$ cat src/rtl/uci_move_parser.sv
`default_nettype none
// ============================================================================
// Module   : uci_move_parser
// Purpose  : Parses a byte stream of UCI long-algebraic moves ("e2e4",
//            "e7e8q", ...) into packed moves. Well-formed tokens are handed
//            downstream through a valid/ready handshake. Malformed tokens
//            are dropped and flagged with a one-cycle error pulse.
// Revision : 1.0  initial release
// ----------------------------------------------------------------------------
// Ports
//   clk_in          in   system clock, rising edge
//   rst_in          in   synchronous active-high reset
//   char_in[7:0]    in   ASCII byte from the host link
//   char_valid_in   in   char_in valid this cycle
//   char_ready_out  out  parser accepts a byte this cycle (low while a move
//                        is waiting for handoff)
//   move_out[14:0]  out  {special[2:0], src[5:0], dst[5:0]}
//                        coord = {row[2:0], col[2:0]}, a1 = 0, h8 = 63
//                        special: 0 unknown, 1 knight, 2 bishop, 3 rook,
//                                 4 queen (promotion piece)
//   valid_out       out  move_out valid, held until accepted
//   ready_in        in   downstream accepts move_out
//   error_out       out  one-cycle pulse: a malformed token was dropped
//   moves_out       out  count of moves handed off (wraps)
// ============================================================================
module uci_move_parser #(
    parameter int CNT_W = 16
) (
    input  logic             clk_in,
    input  logic             rst_in,
    input  logic [7:0]       char_in,
    input  logic             char_valid_in,
    output logic             char_ready_out,
    output logic [14:0]      move_out,
    output logic             valid_out,
    input  logic             ready_in,
    output logic             error_out,
    output logic [CNT_W-1:0] moves_out
);

    localparam logic [2:0] SPECIAL_UNKNOWN        = 3'd0;
    localparam logic [2:0] SPECIAL_PROMOTE_KNIGHT = 3'd1;
    localparam logic [2:0] SPECIAL_PROMOTE_BISHOP = 3'd2;
    localparam logic [2:0] SPECIAL_PROMOTE_ROOK   = 3'd3;
    localparam logic [2:0] SPECIAL_PROMOTE_QUEEN  = 3'd4;

    typedef enum logic [2:0] {
        ST_SRC_FILE = 3'd0,
        ST_SRC_RANK = 3'd1,
        ST_DST_FILE = 3'd2,
        ST_DST_RANK = 3'd3,
        ST_PROMO    = 3'd4,
        ST_END_TOK  = 3'd5,
        ST_EMIT     = 3'd6,
        ST_DISCARD  = 3'd7
    } state_t;

    state_t     state;
    logic [2:0] src_row, src_col, dst_row, dst_col;
    logic [2:0] special;

    // Character classification of the incoming byte
    logic       is_term, is_file, is_rank, is_promo;
    logic [2:0] idx;
    logic [2:0] promo_code;
    logic       same_square;

    assign is_term = (char_in == 8'h20) || (char_in == 8'h0A) || (char_in == 8'h0D);
    assign is_file = (char_in >= 8'h61) && (char_in <= 8'h68);   // 'a'..'h'
    assign is_rank = (char_in >= 8'h31) && (char_in <= 8'h38);   // '1'..'8'

    // 'a'..'h' = 0x61..0x68 and '1'..'8' = 0x31..0x38 share the same low
    // three bits, so (low3 - 1) mod 8 yields the 0..7 index for both.
    assign idx = char_in[2:0] - 3'd1;

    assign same_square = ({src_row, src_col} == {dst_row, dst_col});

    always_comb begin
        is_promo   = 1'b1;
        promo_code = SPECIAL_UNKNOWN;
        case (char_in)
            8'h6E:   promo_code = SPECIAL_PROMOTE_KNIGHT;  // 'n'
            8'h62:   promo_code = SPECIAL_PROMOTE_BISHOP;  // 'b'
            8'h72:   promo_code = SPECIAL_PROMOTE_ROOK;    // 'r'
            8'h71:   promo_code = SPECIAL_PROMOTE_QUEEN;   // 'q'
            default: is_promo   = 1'b0;
        endcase
    end

    always_ff @(posedge clk_in) begin
        if (rst_in) begin
            state          <= ST_SRC_FILE;
            src_row        <= 3'd0;
            src_col        <= 3'd0;
            dst_row        <= 3'd0;
            dst_col        <= 3'd0;
            special        <= SPECIAL_UNKNOWN;
            move_out       <= 15'd0;
            valid_out      <= 1'b0;
            char_ready_out <= 1'b1;
            error_out      <= 1'b0;
            moves_out      <= '0;
        end else begin
            error_out <= 1'b0;
            if (state == ST_EMIT) begin
                // Byte input is stalled; only the handoff can leave EMIT.
                if (ready_in) begin
                    valid_out      <= 1'b0;
                    char_ready_out <= 1'b1;
                    moves_out      <= moves_out + {{(CNT_W-1){1'b0}}, 1'b1};
                    state          <= ST_SRC_FILE;
                end
            end else if (char_valid_in && char_ready_out) begin
                case (state)
                    ST_SRC_FILE: begin
                        if (is_file) begin
                            src_col <= idx;
                            state   <= ST_SRC_RANK;
                        end else if (!is_term) begin
                            state <= ST_DISCARD;
                        end
                    end
                    ST_SRC_RANK: begin
                        if (is_rank) begin
                            src_row <= idx;
                            state   <= ST_DST_FILE;
                        end else begin
                            state <= ST_DISCARD;
                        end
                    end
                    ST_DST_FILE: begin
                        if (is_file) begin
                            dst_col <= idx;
                            state   <= ST_DST_RANK;
                        end else begin
                            state <= ST_DISCARD;
                        end
                    end
                    ST_DST_RANK: begin
                        if (is_rank) begin
                            dst_row <= idx;
                            special <= SPECIAL_UNKNOWN;
                            state   <= ST_PROMO;
                        end else begin
                            state <= ST_DISCARD;
                        end
                    end
                    ST_PROMO, ST_END_TOK: begin
                        if (is_term) begin
                            // A null move (src == dst) is rejected only once
                            // the token is complete, like any other bad token.
                            if (same_square) begin
                                error_out <= 1'b1;
                                state     <= ST_SRC_FILE;
                            end else begin
                                move_out <= {(state == ST_PROMO) ? SPECIAL_UNKNOWN : special,
                                             src_row, src_col, dst_row, dst_col};
                                valid_out      <= 1'b1;
                                char_ready_out <= 1'b0;
                                state          <= ST_EMIT;
                            end
                        end else if ((state == ST_PROMO) && is_promo) begin
                            special <= promo_code;
                            state   <= ST_END_TOK;
                        end else begin
                            state <= ST_DISCARD;
                        end
                    end
                    ST_DISCARD: begin
                        if (is_term) begin
                            error_out <= 1'b1;
                            state     <= ST_SRC_FILE;
                        end
                    end
                    default: state <= ST_SRC_FILE;
                endcase
            end
        end
    end

endmodule
`default_nettype wire

$ cat config.mk
export PLATFORM = sky130hd
export DESIGN_NAME = uci_move_parser
export DESIGN_NICKNAME = d
export VERILOG_FILES = /design/src/rtl/uci_move_parser.sv
export SDC_FILE = /design/constraint.sdc
export NUM_CORES = 1
export LEC_CHECK = 0
export BUFFER_PORTS_ARGS = -buffer_cell sky130_fd_sc_hd__buf_4
export CAP_MARGIN = 20
export CORE_AREA = 2 2 83 85
export CTS_CLUSTER_SIZE = 40
export DETAILED_ROUTE_END_ITERATION = 8
export DIE_AREA = 0 0 85 87
export GPL_TIMING_DRIVEN = 0
export PLACE_DENSITY = 0.64
export SLEW_MARGIN = 20
export SYNTH_ARGS = -nofsm -noshare
export SYNTH_HDL_FRONTEND = slang
export SYNTH_SLANG_ARGS = --single-unit
$ cat constraint.sdc
create_clock -name clk_in -period 5.9 [get_ports clk_in]
set_input_delay 1.475 -clock clk_in [delete_from_list [all_inputs] [get_ports clk_in]]
set_output_delay 1.475 -clock clk_in [all_outputs]
set_load 0.005 [all_outputs]
==> impl_results.md <==
* Outcome: completed
* Total gr overflow at 0
* Clk_lat worst skew at 0.30 ns
* Clock root cell: clkbuf_8
* Total chip power at 625 uW
* #FFs+latches synth at 52
* CP endpoint kind: flop
* Starting Density at 0.390
* Worst Setup Path Type: primary input to flop
* Warnings, synthesis at 0
* GPL Wtd Cong at 0.855
* Max-cap violations at 0
* Hold endpoint: move_out[14]
* # diodes at 0
* Launch point of the worst path: char_in[0]
* Crit path max fanout at 10
* Clk slew on worst S/H paths at 0.09 ns
* Cts hold-fix bufs at 0
* GRT Resource Usage Total at 0.167
* Synth cell types at 51
* CTS sink count at 52
* Cell area after synthesis at 2560 sq um
* First-pass GRT wire length at 9950 microns
* CTS max path bufs at 2
* Final Hold Fails at 0
* Die Y-Extent at 87 microns
* EDFF count, synth at 0
* Port bufs at 42
* H-Tree Depth at 2
* Reg2reg start: state[1]
* Async set-reset flop share out of synthesis at 0
* First drt pass iteration count at 4
* Final wirelength at 6050 microns
* Leakage at 0.00120 uW
* Die width at 85 microns
* Final Util at 0.467
* Most frequent cells in the layout: dfxtp_1, buf_4, nor2_1
* Vias per cell at 5.38
* Measured slew at the worst slew-check pin at 0.622 ns
* Final setup vio count at 0
* Clock buffer count from CTS at 5
* Setup crit start kind: primary input
* Post-DP HPWL at 4560 microns
* Slew headroom at 0.582
* Reg2reg setup slack at 3.90 ns
* Initial antenna violation count at 0
* Skew final at 0.00439 ns
* FMAX at 323 MHz
* Number of global-route vias before repair at 2118
* Slew Limit Fails at 0
* Min-delay worst type: flop to flop
* Crit-path slowest cell: clkbuf_2
* Crit path DAT at 3.33 ns
* Area delta synth->final at 19.9%
* Worst VDD drop at 0.104 mV
* WP data required at 6.13 ns
* Post-route clock period utilization at 0.524
* Unrepaired setup endpoints after global routing: no
* # rows at 30
* Worst R2R End: move_out[4]
* Net Count, Synth at 315
* Nets at 364
* Die Area at 7400 sq um
* CP cell instances: buf_4, inv_1, ha_1, mux2_4, a32o_2, nand3_1, clkbuf_2, o21ai_0, a21oi_1
* Via count at 2301
* I/O pin count at 46
* Post-route ant nets at 0
* Post-CTS Setup Inserts at 0
* DRC viols at 0
* Seq/Total Area, Yosys at 0.407
* Post-cts repair resize count at 0
* Pin count of the biggest net entering global routing at 16
* Post-synthesis average cell area at 8.59 sq um
* TritonCTS clock tree: done
* Core area at 6570 sq um
* Ys flop type: dfxtp_1
* R2R cell count at 7
* Hold path depth at 2
* Hold Path Origin: special[2]
* Routed WL per cell at 14.1 microns
* Power density over the cells at 204 nW/um^2
* Setup TNS at 0 ns
* Cell count after synthesis at 298
* Most common cell after layout, fill and taps aside: dfxtp_1
* Tmin final at 3.09 ns
* Max stage delay on crit path at 0.29 ns
* 1st-iter DRT viols at 118
* Share of post-route cells with drive strength above 1 at 0.195
-- worst max path at each step --
stage | to | slack, ns | depth (start not counted)
final | move_out[10] | 2.81 | 9
after global routing | move_out[9] | 2.66 | 9
after CTS | move_out[10] | 2.79 | 9
after floorplan | state[1] | 2.89 | 7
after detailed placement | move_out[10] | 2.47 | 9
after global placement | error_out | 2.52 | 8
-- flip-flops by register name, summed over array words and instances (netlist names), 3 cells and up --
register	flops
move_out	15
src_col	3
src_row	3
dst_row	3
special	3
dst_col	3
state	3
moves_out	16
-- metal layers --
layer,routed length (microns),track usage,part of all wire,vias to the layer above
li1,-,-,-,1173
met1,2900,0.224,0.48,1071
met5,0,0,0,-
met4,53,0.0390,0.0088,0
met2,2800,0.280,0.46,52
met3,291,0.0313,0.048,5
-- area by class of cell --
class	count	area, sq um
plain buffers	19	91.3
clock buffers	7	86.3
clock inverters	1	7.51
fillers	654	3500
inverters	8	30.0
multi-input cells	219	1400
flip-flops and latches	52	1040
well taps	80	100
repair buffers	42	315
-- metrics by stage --
step           setup WS, ns  instances  instance area (sq um)  hold slack [ns]
6_report               2.81        428                   3070            0.476
5_1_grt                2.66        428                   3070            0.495
4_1_cts                2.79        428                   3070            0.478
3_5_place_dp           2.47        420                   2980            0.472
3_3_place_gp           2.52        420                   2980            0.464
2_1_floorplan          2.89        298                   2560            0.451
-- kinds of logic after synthesis --
logic type               Yosys count  share of synthesized area
AND/OR/NAND/NOR                  117                      0.256
AO/OA/AOI/OAI                     69                      0.163
flip-flops                        52                      0.407
buffers and inverters             27                     0.0474
XOR/XNOR                          18                     0.0616
multiplexers                      10                     0.0411
adder cells (fa/ha/maj)            5                     0.0244
-- Yosys cell counts (2+ instances only) --
master    instances  share of area
xnor2_1           6          0.021
nand2_1          11          0.016
a21o_1            2         0.0059
buf_2             5         0.0098
nor2_1           33          0.048
o31a_1            2         0.0068
o21ai_0          21          0.041
dfxtp_1          52           0.41
nand3_1          22          0.043
clkbuf_1         10          0.015
clkbuf_2          2         0.0039
nand3b_1          3         0.0088
mux2i_1           9          0.035
nor2b_1           2         0.0049
xor2_1           12          0.041
a21oi_1          27          0.053
nor3_1           10          0.020
inv_1             8          0.012
ha_1              5          0.024
nand4_1          10          0.024
or3_1             4         0.0098
nand2b_1          3         0.0073
a211oi_1          8          0.023
and4_1            2         0.0068
and3_1            3         0.0073
-- worst max-delay path: cells and delay by family --
| kind | cells | cell delay, ns |
|---|---|---|
| compound gates | 3 | 0.53 |
| fa+ha+maj | 1 | 0.26 |
| buf+inv | 3 | 0.50 |
| mux | 1 | 0.28 |
| simple gates | 1 | 0.27 |
-- power by group --
group | internal (uW) | switching (uW)
logic | 22.6 | 39.8
registers | 353 | 1.90
clock network | 95.5 | 112
total | 471 | 153
Note: power is estimated with default switching activity, not from simulation.
